File: config.mk
export PLATFORM = sky130hd
export DESIGN_NAME = ff_gain_stage
export DESIGN_NICKNAME = d
export VERILOG_FILES = /design/src/rtl/ff_gain_stage.sv
export SDC_FILE = /design/constraint.sdc
export NUM_CORES = 1
export LEC_CHECK = 0
export CAP_MARGIN = 20
export CORE_UTILIZATION = 60
export CTS_CLUSTER_SIZE = 12
export DETAILED_ROUTE_END_ITERATION = 7
export PLACE_DENSITY = 0.82
export SLEW_MARGIN = 20
export SYNTH_ARGS = -nofsm -noshare
export SYNTH_HDL_FRONTEND = slang
export SYNTH_SLANG_ARGS = --single-unit
File: constraint.sdc
create_clock -name clk -period 5.8 [get_ports clk]
set_input_delay 0.87 -clock clk [delete_from_list [all_inputs] [get_ports clk]]
set_output_delay 0.87 -clock clk [all_outputs]
set_load 0.02 [all_outputs]
File: src/rtl/ff_gain_stage.sv
// Feed-forward gain stage: signed sample x fixed-point gain, round half up, saturate.
// Gain changes are deferred to the gaps between pulses; saturations are counted per pulse.
module ff_gain_stage #(
    parameter int DATA_W   = 16,
    parameter int COEF_W   = 7,
    parameter int SHIFT    = 4,
    parameter int GAIN_RST = 16,
    parameter int CNT_W    = 10
) (
    input  logic                     clk,
    input  logic                     rst_n,
    input  logic                     store_strb,
    input  logic signed [DATA_W-1:0] din,
    input  logic signed [COEF_W-1:0] gain,
    input  logic                     gain_wr,
    output logic signed [DATA_W-1:0] dout,
    output logic                     store_strb_out,
    output logic signed [COEF_W-1:0] gain_active,
    output logic                     gain_pending,
    output logic [CNT_W-1:0]         sat_count,
    output logic                     sat_flag
);
    localparam int PROD_W = DATA_W + COEF_W;
    localparam logic signed [PROD_W:0] RND_HALF = (PROD_W+1)'(2 ** (SHIFT-1));
    localparam logic signed [PROD_W:0] Q_MAX    = (PROD_W+1)'((2 ** (DATA_W-1)) - 1);
    localparam logic signed [PROD_W:0] Q_MIN    = ~Q_MAX;

    typedef enum logic [1:0] {IDLE, PULSE, DRAIN} state_t;

    function automatic logic signed [PROD_W:0] round_shift(input logic signed [PROD_W-1:0] p);
        logic signed [PROD_W:0] r;
        r = (PROD_W+1)'(p) + RND_HALF;
        return r >>> SHIFT;
    endfunction

    function automatic logic is_clamped(input logic signed [PROD_W:0] q);
        return (q > Q_MAX) || (q < Q_MIN);
    endfunction

    function automatic logic signed [DATA_W-1:0] saturate(input logic signed [PROD_W:0] q);
        if (q > Q_MAX) return {1'b0, {(DATA_W-1){1'b1}}};
        if (q < Q_MIN) return {1'b1, {(DATA_W-1){1'b0}}};
        return q[DATA_W-1:0];
    endfunction

    logic signed [PROD_W-1:0] prod_p0;
    logic signed [PROD_W-1:0] prod_p1;
    logic signed [PROD_W:0]   q_p1;
    logic                     vld_p1;
    logic                     sat_p2;
    logic                     vld_p3;
    logic [CNT_W-1:0]         run_cnt;
    logic [CNT_W-1:0]         run_cnt_next;
    logic signed [COEF_W-1:0] gain_pend;
    logic [1:0]               drain_cnt;
    state_t                   state;

    // Stage 0 -> 1: gated product
    assign prod_p0 = store_strb ? PROD_W'(din) * PROD_W'(gain_active) : '0;

    always_ff @(posedge clk or negedge rst_n) begin
        if (!rst_n) begin
            prod_p1 <= '0;
            vld_p1  <= 1'b0;
        end else begin
            prod_p1 <= prod_p0;
            vld_p1  <= store_strb;
        end
    end

    // Stage 1 -> 2: round, saturate, register output
    assign q_p1 = round_shift(prod_p1);

    always_ff @(posedge clk or negedge rst_n) begin
        if (!rst_n) begin
            dout           <= '0;
            sat_p2         <= 1'b0;
            store_strb_out <= 1'b0;
            vld_p3         <= 1'b0;
        end else begin
            dout           <= saturate(q_p1);
            sat_p2         <= is_clamped(q_p1);
            store_strb_out <= vld_p1;
            vld_p3         <= store_strb_out;
        end
    end

    // Running count restarts on the first output sample of a pulse, which may itself be clamped
    always_comb begin
        run_cnt_next = run_cnt;
        if (store_strb_out && !vld_p3)
            run_cnt_next = CNT_W'(sat_p2);
        else if (store_strb_out && sat_p2 && (run_cnt != '1))
            run_cnt_next = run_cnt + 1'b1;
    end

    always_ff @(posedge clk or negedge rst_n) begin
        if (!rst_n) begin
            state        <= IDLE;
            drain_cnt    <= '0;
            gain_active  <= COEF_W'(GAIN_RST);
            gain_pend    <= '0;
            gain_pending <= 1'b0;
            run_cnt      <= '0;
            sat_count    <= '0;
            sat_flag     <= 1'b0;
        end else begin
            run_cnt <= run_cnt_next;
            case (state)
                IDLE: begin
                    if (store_strb) begin
                        state <= PULSE;
                    end else if (gain_pending) begin
                        gain_active  <= gain_pend;
                        gain_pending <= 1'b0;
                    end
                end
                PULSE: begin
                    if (!store_strb) begin
                        state     <= DRAIN;
                        drain_cnt <= 2'd2;
                    end
                end
                DRAIN: begin
                    if (store_strb) begin
                        sat_count <= run_cnt_next;
                        sat_flag  <= (run_cnt_next != '0);
                        state     <= PULSE;
                    end else if (drain_cnt == 2'd1) begin
                        sat_count <= run_cnt_next;
                        sat_flag  <= (run_cnt_next != '0);
                        state     <= IDLE;
                    end else begin
                        drain_cnt <= drain_cnt - 2'd1;
                    end
                end
                default: state <= IDLE;
            endcase
            // A write landing on the apply cycle is kept pending for the next gap
            if (gain_wr) begin
                gain_pend    <= gain;
                gain_pending <= 1'b1;
            end
        end
    end

endmodule

==> out/results.md, run 1 <==
| Metric | Reported | Unit |
| --- | --- | --- |
| Classification of the worst setup path | in2reg | - |
| Unique cell type count in the Yosys netlist | 64 | - |
| Detail Placement HPWL | 11,800 | µm |
| Reg-to-Reg End | prod_p1[18] | - |
| Die ar. | 13,000 | µm² |
| Synth warnings | 0 | - |
| Routed vias | 5,409 | - |
| Number of post-CTS setup repair buffers | 0 | - |
| CTS sink cnt | 80 | - |
| Buffer type at the clock tree root | clkbuf_16 | - |
| GRT Overall Usage | 24.3 | % |
| Crit path cell chain | clkdlybuf4s50_1 > and2_1 > fa_1 > inv_1 > fa_1 > inv_1 > fa_1 > inv_1 > fa_1 > inv_1 > ha_1 > o21a_1 > o31ai_2 > a31oi_1 > a21o_1 > a2111oi_2 > nor3_1 > o21a_1 | - |
| Congestion Overflow GR | 0 | - |
| Final Hold Violating Endpoints | 0 | - |
| Inst Count DP | 983 | - |
| CP max stage delay | 0.54 | ns |
| Critical path data required time | 6.02 | ns |
| Headroom to the max-slew limit | 38.2 | % |
| Reg2Reg Launch Point | gain_active[6] | - |
| Post-route fraction of the period consumed by the critical path | 92.6 | % |
| Endpoint class of the critical path | register | - |
| Routed wire per std cell | 14.6 | µm |
| Post-route clock skew | 0.00755 | ns |
| Remaining antenna violation count after routing | 0 | - |
| Depth of the worst hold-timing path | 0 | - |
| Transition time at the pin with the least slew margin | 0.925 | ns |
| Vias per Instance | 5.41 | - |
| Worst-case hold path end point | store_strb_out | - |
| Count of flip-flops with a built-in enable after synthesis | 0 | - |
| Post-synthesis average cell area | 9.76 | µm² |
| Highest-count cells in the layout ignoring fill and taps | 114 x inv_1, 91 x and2_1, 84 x fa_1 | - |
| Post-layout net count | 985 | - |
| Critical path arrival | 5.59 | ns |
| Count of hold-fix buffers inserted at cts | 0 | - |
| Floorplan die width | 114 | µm |
| Detailed-router iteration count before antenna repair | 5 | - |
| Vertical die dimension | 114 | µm |
| Post-synthesis register bit count | 80 | - |
| H-tree levels | 3 | - |
| Largest net degree at the start of global routing | 81 | - |
| DRT iter0 DRCs | 281 | - |
| Predominant post-synthesis flop cell | dfrtp_1 | - |
| TritonCTS clock tree | built | - |
| RSZ-0062 raised after global routing | false | - |
| Wire length of the first global-routing pass | 25,000 | µm |
| Clock buffer depth | 2 | - |
| Final Slew Violations | 0 | - |
| Worst hold-check path type | reg2reg | - |
| Clock transition at path regs | 0.06 | ns |
| Routability congestion estimate from global placement | 0.903 | - |
| Layout Area Growth over Synthesis | 14.7 | % |
| Number of antenna violations at the first check in global routing | 0 | - |
| Post-cts sizing count | 0 | - |
| Utilization after layout | 71.1 | % |
| Rows | 40 | - |
| Number of buffers added by the clock tree synthesis step | 9 | - |
| Summed negative setup slack over all endpoints | 0 | ns |
| Cell area after synthesis | 7510 | µm² |
| Number of primary I/O pins | 63 | - |
| Gate Count Post-Synth | 770 | - |
| Antenna fix cells | 0 | - |
| Max-cap violations | 0 | - |
| Vias in the first global route | 5,641 | - |
| Core Box Area | 12,100 | µm² |
| Non-Filler Instances | 1,000 | - |
| Minimum clock period after layout | 5.37 | ns |
| Max FO, Critical Path | 7 | - |
| Synthesized Nets | 928 | - |
| Startpoint class of the critical path | input pin | - |
| Reg-to-reg setup timing slack | 0.67 | ns |
| Peak clock frequency supported by timing | 186 | MHz |
| Portion of the post-synthesis area used by sequential elements | 26.7 | % |
| Worst path slowest cell | fa_1 | - |
| PortBufs | 62 | - |
| Final setup fails | 0 | - |
| Total DRC errors in the routed layout | 0 | - |
| Total wire length after detailed routing | 14,600 | µm |
| Async S/R FF share, synth | 100 | % |
| Hold path startpoint | vld_p1 | - |
| Status | finished clean | - |
| Commonest non-fill, non-tap cell in the layout | inv_1 | - |
| Clock network latency to the later pin of the worst-skew pair | 0.33 | ns |
| R2R depth | 16 | - |
| Starting utilization of the core area | 62.0 | % |
| Layout cells sized above 1 | 7.57 | % |
## per-stage QoR
stage,worst slack (ns),instance area (µm²),hold WS (ns)
after CTS,0.465,8590,0.380
after global routing,0.214,8620,0.384
after detailed placement,0.134,8280,0.350
after global placement,0.234,8280,0.332
after floorplan,0.886,7510,0.331
final,0.427,8620,0.386
## final cells by class
cell class	instances	area [µm²]
clock inverters	6	75.1
inverters	114	428
flip-flops and latches	80	2000
fillers	915	3490
repair buffers	65	661
well taps	168	210
multi-input cells	557	5000
clock buffers	10	239
## logic make-up after synthesis
kind of cell               count (synthesis)  synth area share (%)
buffers and inverters                    133                  6.76
muxes                                     27                  4.00
adders and majority gates                131                  30.2
xor gates and xnor gates                  31                  3.61
AOI/OAI and AO/OA                        104                  9.28
DFF                                       80                  26.7
and+or+nand+nor                          264                  19.5
## critical path: cells and delay by family
kind            cells  cell delay [ns]
compound gates      6             1.31
fa+ha+maj           5             2.39
buf+inv             5             0.71
simple gates        2             0.31
## worst max path at each step
stage | endpoint | slack, ns | cells past startpoint | from
floorplan | prod_p1[15] | 0.89 | 16 | din[0]
global placement | prod_p1[15] | 0.23 | 18 | din[3]
detailed placement | prod_p1[15] | 0.13 | 18 | din[3]
CTS | prod_p1[15] | 0.47 | 18 | din[3]
global route | prod_p1[15] | 0.21 | 18 | din[3]
finish | prod_p1[15] | 0.43 | 18 | din[3]
## per-layer routing
metal	part of all wire (%)	vias up	track usage, %
met1	44	2624	31.2
met3	5.0	22	4.73
met2	49	149	41.0
met5	0	-	0
met4	1.7	0	9.18
li1	-	2614	-
## state kept, by name, indices dropped and copies added (netlist names)
name	count
run_cnt	10
prod_p1	20
sat_flag	1
state	2
sat_count	10
gain_active	7
dout	16
drain_cnt	2
vld_p1	1
gain_pending	1
store_strb_out	1
vld_p3	1
gain_pend	7
sat_p2	1
## Yosys cell counts, drive strengths merged (2+ instances only)
master	count	share of area (%)
inv	114	5.7
and2	92	7.7
fa	84	22
dfrtp	79	26
nor2	53	2.7
ha	47	7.8
nand2	39	2.0
a21oi	36	2.4
mux2	24	3.6
xnor2	19	2.2
nand3	18	1.2
o21ai	16	1.1
clkbuf	15	0.75
nor2b	12	1.0
xor2	12	1.4
nor3	9	0.67
and3	8	0.67
o21a	8	0.80
nand2b	7	0.58
a21o	6	0.60
and4	6	0.70
a211oi	5	0.57
a31oi	5	0.62
nand4	5	0.62
o31ai	5	0.63
a21boi	4	0.40
buf	4	0.32
mux2i	3	0.40
nor3b	3	0.30
nor4	3	0.25
o22ai	3	0.25
or3	3	0.32
a22o	2	0.23
nor4b	2	0.32
o211ai	2	0.20
o21bai	2	0.20
o22a	2	0.23
or2	2	0.17
Power of run 1 is not shown: default switching activity piles up to over one toggle a cycle in this logic, so the estimate is an artifact.
==> run 2, diff against run 1 <==
--- a/config.mk
+++ b/config.mk
@@ -9,7 +9,8 @@
 export CORE_UTILIZATION = 60
 export CTS_CLUSTER_SIZE = 12
 export DETAILED_ROUTE_END_ITERATION = 7
-export PLACE_DENSITY = 0.82
+export DONT_BUFFER_PORTS = 1
+export PLACE_DENSITY = 0.76
 export SLEW_MARGIN = 20
 export SYNTH_ARGS = -nofsm -noshare
 export SYNTH_HDL_FRONTEND = slang
==> run 2 against run 1 <==
Effect of this change: utilization down 5.7 points; clock-buffer cell count up 1; non-clock buffer count down 64; maximum frequency up 5.1%; clock skew up 0.0018 ns; first-iteration DRC count down 1.8%; setup slack better by 0.26 ns; via count down 5.3%; sequential share of layout area up 2.0 points; cell count down 6.4%; highest routed layer unchanged.
==> out/results.md, run 2 (synthesized netlist as in run 1, its figures left out) <==
| Metric | Reported | Unit | Delta |
| --- | --- | --- | --- |
| Status | finished clean | - |  |
| Die ar. | 13,000 | µm² | unchanged |
| Clock network latency to the later pin of the worst-skew pair | 0.34 | ns | about the same |
| R2R depth | 16 | - | unchanged |
| CTS sink cnt | 80 | - | unchanged |
| Commonest non-fill, non-tap cell in the layout | inv_1 | - |  |
| Peak clock frequency supported by timing | 196 | MHz | +5.1% |
| Final Hold Violating Endpoints | 0 | - | unchanged |
| Highest-count cells in the layout ignoring fill and taps | 114 x inv_1, 91 x and2_1, 84 x fa_1 | - |  |
| Starting utilization of the core area | 62.0 | % | unchanged |
| Congestion Overflow GR | 0 | - | unchanged |
| Vertical die dimension | 114 | µm | unchanged |
| Worst hold-check path type | in2async | - |  |
| Final setup fails | 0 | - | unchanged |
| Post-layout net count | 921 | - | -6.5% |
| Remaining antenna violation count after routing | 0 | - | unchanged |
| Count of hold-fix buffers inserted at cts | 0 | - | unchanged |
| Crit path cell chain | inv_1 > nor2_1 > fa_1 > fa_1 > fa_1 > inv_1 > fa_1 > inv_1 > ha_1 > o21a_1 > o21ai_0 > a31oi_1 > a21o_1 > a2111oi_2 > nor3_1 > o21a_1 | - |  |
| PortBufs | 0 | - | -100% |
| Max-cap violations | 0 | - | unchanged |
| Minimum clock period after layout | 5.11 | ns | -0.259 ns |
| Utilization after layout | 65.5 | % | -5.7 points |
| Pre-CTS setup slack | 0.635 | ns | +0.501 ns |
| Number of buffers added by the clock tree synthesis step | 9 | - | unchanged |
| Global routing met2 resource utilization | 39.5 | % | -1.5 points |
| Vias in the first global route | 5,304 | - | -6.0% |
| Number of post-CTS setup repair buffers | 0 | - | unchanged |
| Headroom to the max-slew limit | 43.1 | % | +5.0 points |
| Classification of the worst setup path | reg2reg | - |  |
| Routed wire per std cell | 15.1 | µm | +3.2% |
| Buffer type at the clock tree root | clkbuf_16 | - |  |
| Largest net degree at the start of global routing | 81 | - | unchanged |
| Final setup margin | 0.687 | ns | +0.259 ns |
| GR Layer Usage met3 | 4.68 | % | -0.053 points |
| Layout Area Growth over Synthesis | 5.60 | % |  |
| Crit path top cell by count | fa_1 | - |  |
| Summed negative setup slack over all endpoints | 0 | ns | unchanged |
| Final Slew Violations | 0 | - | unchanged |
| Total DRC errors in the routed layout | 0 | - | unchanged |
| Wire length of the first global-routing pass | 24,800 | µm | -1.1% |
| Endpoint class of the critical path | register | - |  |
| Post-cts sizing count | 0 | - | unchanged |
| Filler cell count | 990 | - | +8.2% |
| Transition time at the pin with the least slew margin | 0.851 | ns | -0.0740 ns |
| RSZ-0062 raised after global routing | false | - |  |
| Antenna fix cells | 0 | - | unchanged |
| Routed vias | 5,125 | - | -5.3% |
| GRT Max-Usage Layer | met2 | - |  |
| Clock transition at path regs | 0.06 | ns | about the same |
| Post-route fraction of the period consumed by the critical path | 88.2 | % | -4.5 points |
| GRT Overall Usage | 24.1 | % | -0.14 points |
| Top flop regs | prod_p1 x20, dout x16 | - |  |
| Critical path data required time | 6.02 | ns | about the same |
| Detailed-router iteration count before antenna repair | 5 | - | unchanged |
| Total wire length after detailed routing | 14,100 | µm | -3.4% |
| CP max stage delay | 0.54 | ns | about the same |
| Number of primary I/O pins | 63 | - | unchanged |
| Post-route clock skew | 0.00938 | ns | +0.00183 ns |
| Detail Placement HPWL | 11,400 | µm | -3.4% |
| Core Box Area | 12,100 | µm² | unchanged |
| Layout cells sized above 1 | 7.68 | % | +0.11 points |
| Number of antenna violations at the first check in global routing | 0 | - | unchanged |
| Worst path slowest cell | fa_1 | - |  |
| Register name with the most flops | prod_p1 | - |  |
| TritonCTS clock tree | built | - |  |
| DRT iter0 DRCs | 276 | - | -1.8% |
| Rows | 40 | - | unchanged |
| Critical path arrival | 5.34 | ns | -0.25 ns |
| Largest register FFs | 20 | - | unchanged |
| Routability congestion estimate from global placement | 0.915 | - | +1.4% |
| Floorplan die width | 114 | µm | unchanged |
| M1 GR Usage | 32.4 | % | +1.2 points |
| Clock buffer depth | 2 | - | unchanged |
| H-tree levels | 3 | - | unchanged |
| Startpoint class of the critical path | register | - |  |
| Max FO, Critical Path | 16 | - | +9 |
| Vias per Instance | 5.48 | - | +1.2% |
==> run 2: cell count changes in the layout (fill, tap and decap cells not counted), sizes merged <==
cell,delta
clkinv,-2
clkbuf,+1
clkinvlp,+2
clkdlybuf4s50,-61
buf,-3
bufinv,-1
==> run 2: metal layers <==
layer / vias to the layer above / wire length, µm / part of all wire (%)
li1: 2484 / - / -
met5: - / 0 / 0
met4: 0 / 270 / 1.9
met1: 2466 / 6370 / 45
met2: 153 / 6690 / 47
met3: 22 / 799 / 5.7
==> run 2: critical path: cells and delay by family, from the launching register on <==
| kind | cells | cell delay [ns] |
|---|---|---|
| buffers and inverters | 3 | 0.52 |
| adder cells (fa/ha/maj) | 5 | 2.47 |
| AO/OA/AOI/OAI | 6 | 1.29 |
| AND/OR/NAND/NOR | 2 | 0.23 |
| flip-flops | 1 | 0.48 |
==> run 2: final timing paths <==
| path | startpoint | slack (ns) | endpoint |
|---|---|---|---|
| min | rst_n | 0.23 | run_cnt[3] |
| min in group clk | vld_p1 | 0.37 | store_strb_out |
| max reg2reg | gain_active[6] | 0.69 | prod_p1[15] |
| min reg2reg | vld_p1 | 0.37 | store_strb_out |
| max | gain_active[6] | 0.69 | prod_p1[15] |
| max in group asynchronous | rst_n | 5.38 | gain_active[4] |
==> run 2: layout make-up <==
class	instances	area, µm²	area share [%]
well taps	168	210	2.65
multi-input cells	557	5000	63.0
flip-flops and latches	80	2000	25.3
repair buffers	1	7.51	0.0946
clock inverters	5	40.0	0.505
inverters	114	428	5.39
clock buffers	11	243	3.06
==> run 2: stage by stage <==
stage               cell area (µm²)  hold slack, ns  cells
detailed placement             7650           0.353    920
CTS                            7930           0.208    936
finish                         7930           0.225    936
global placement               7650           0.334    920
floorplan                      7510           0.331    770
global route                   7930           0.207    936
Power of run 2 is left out for the same reason.
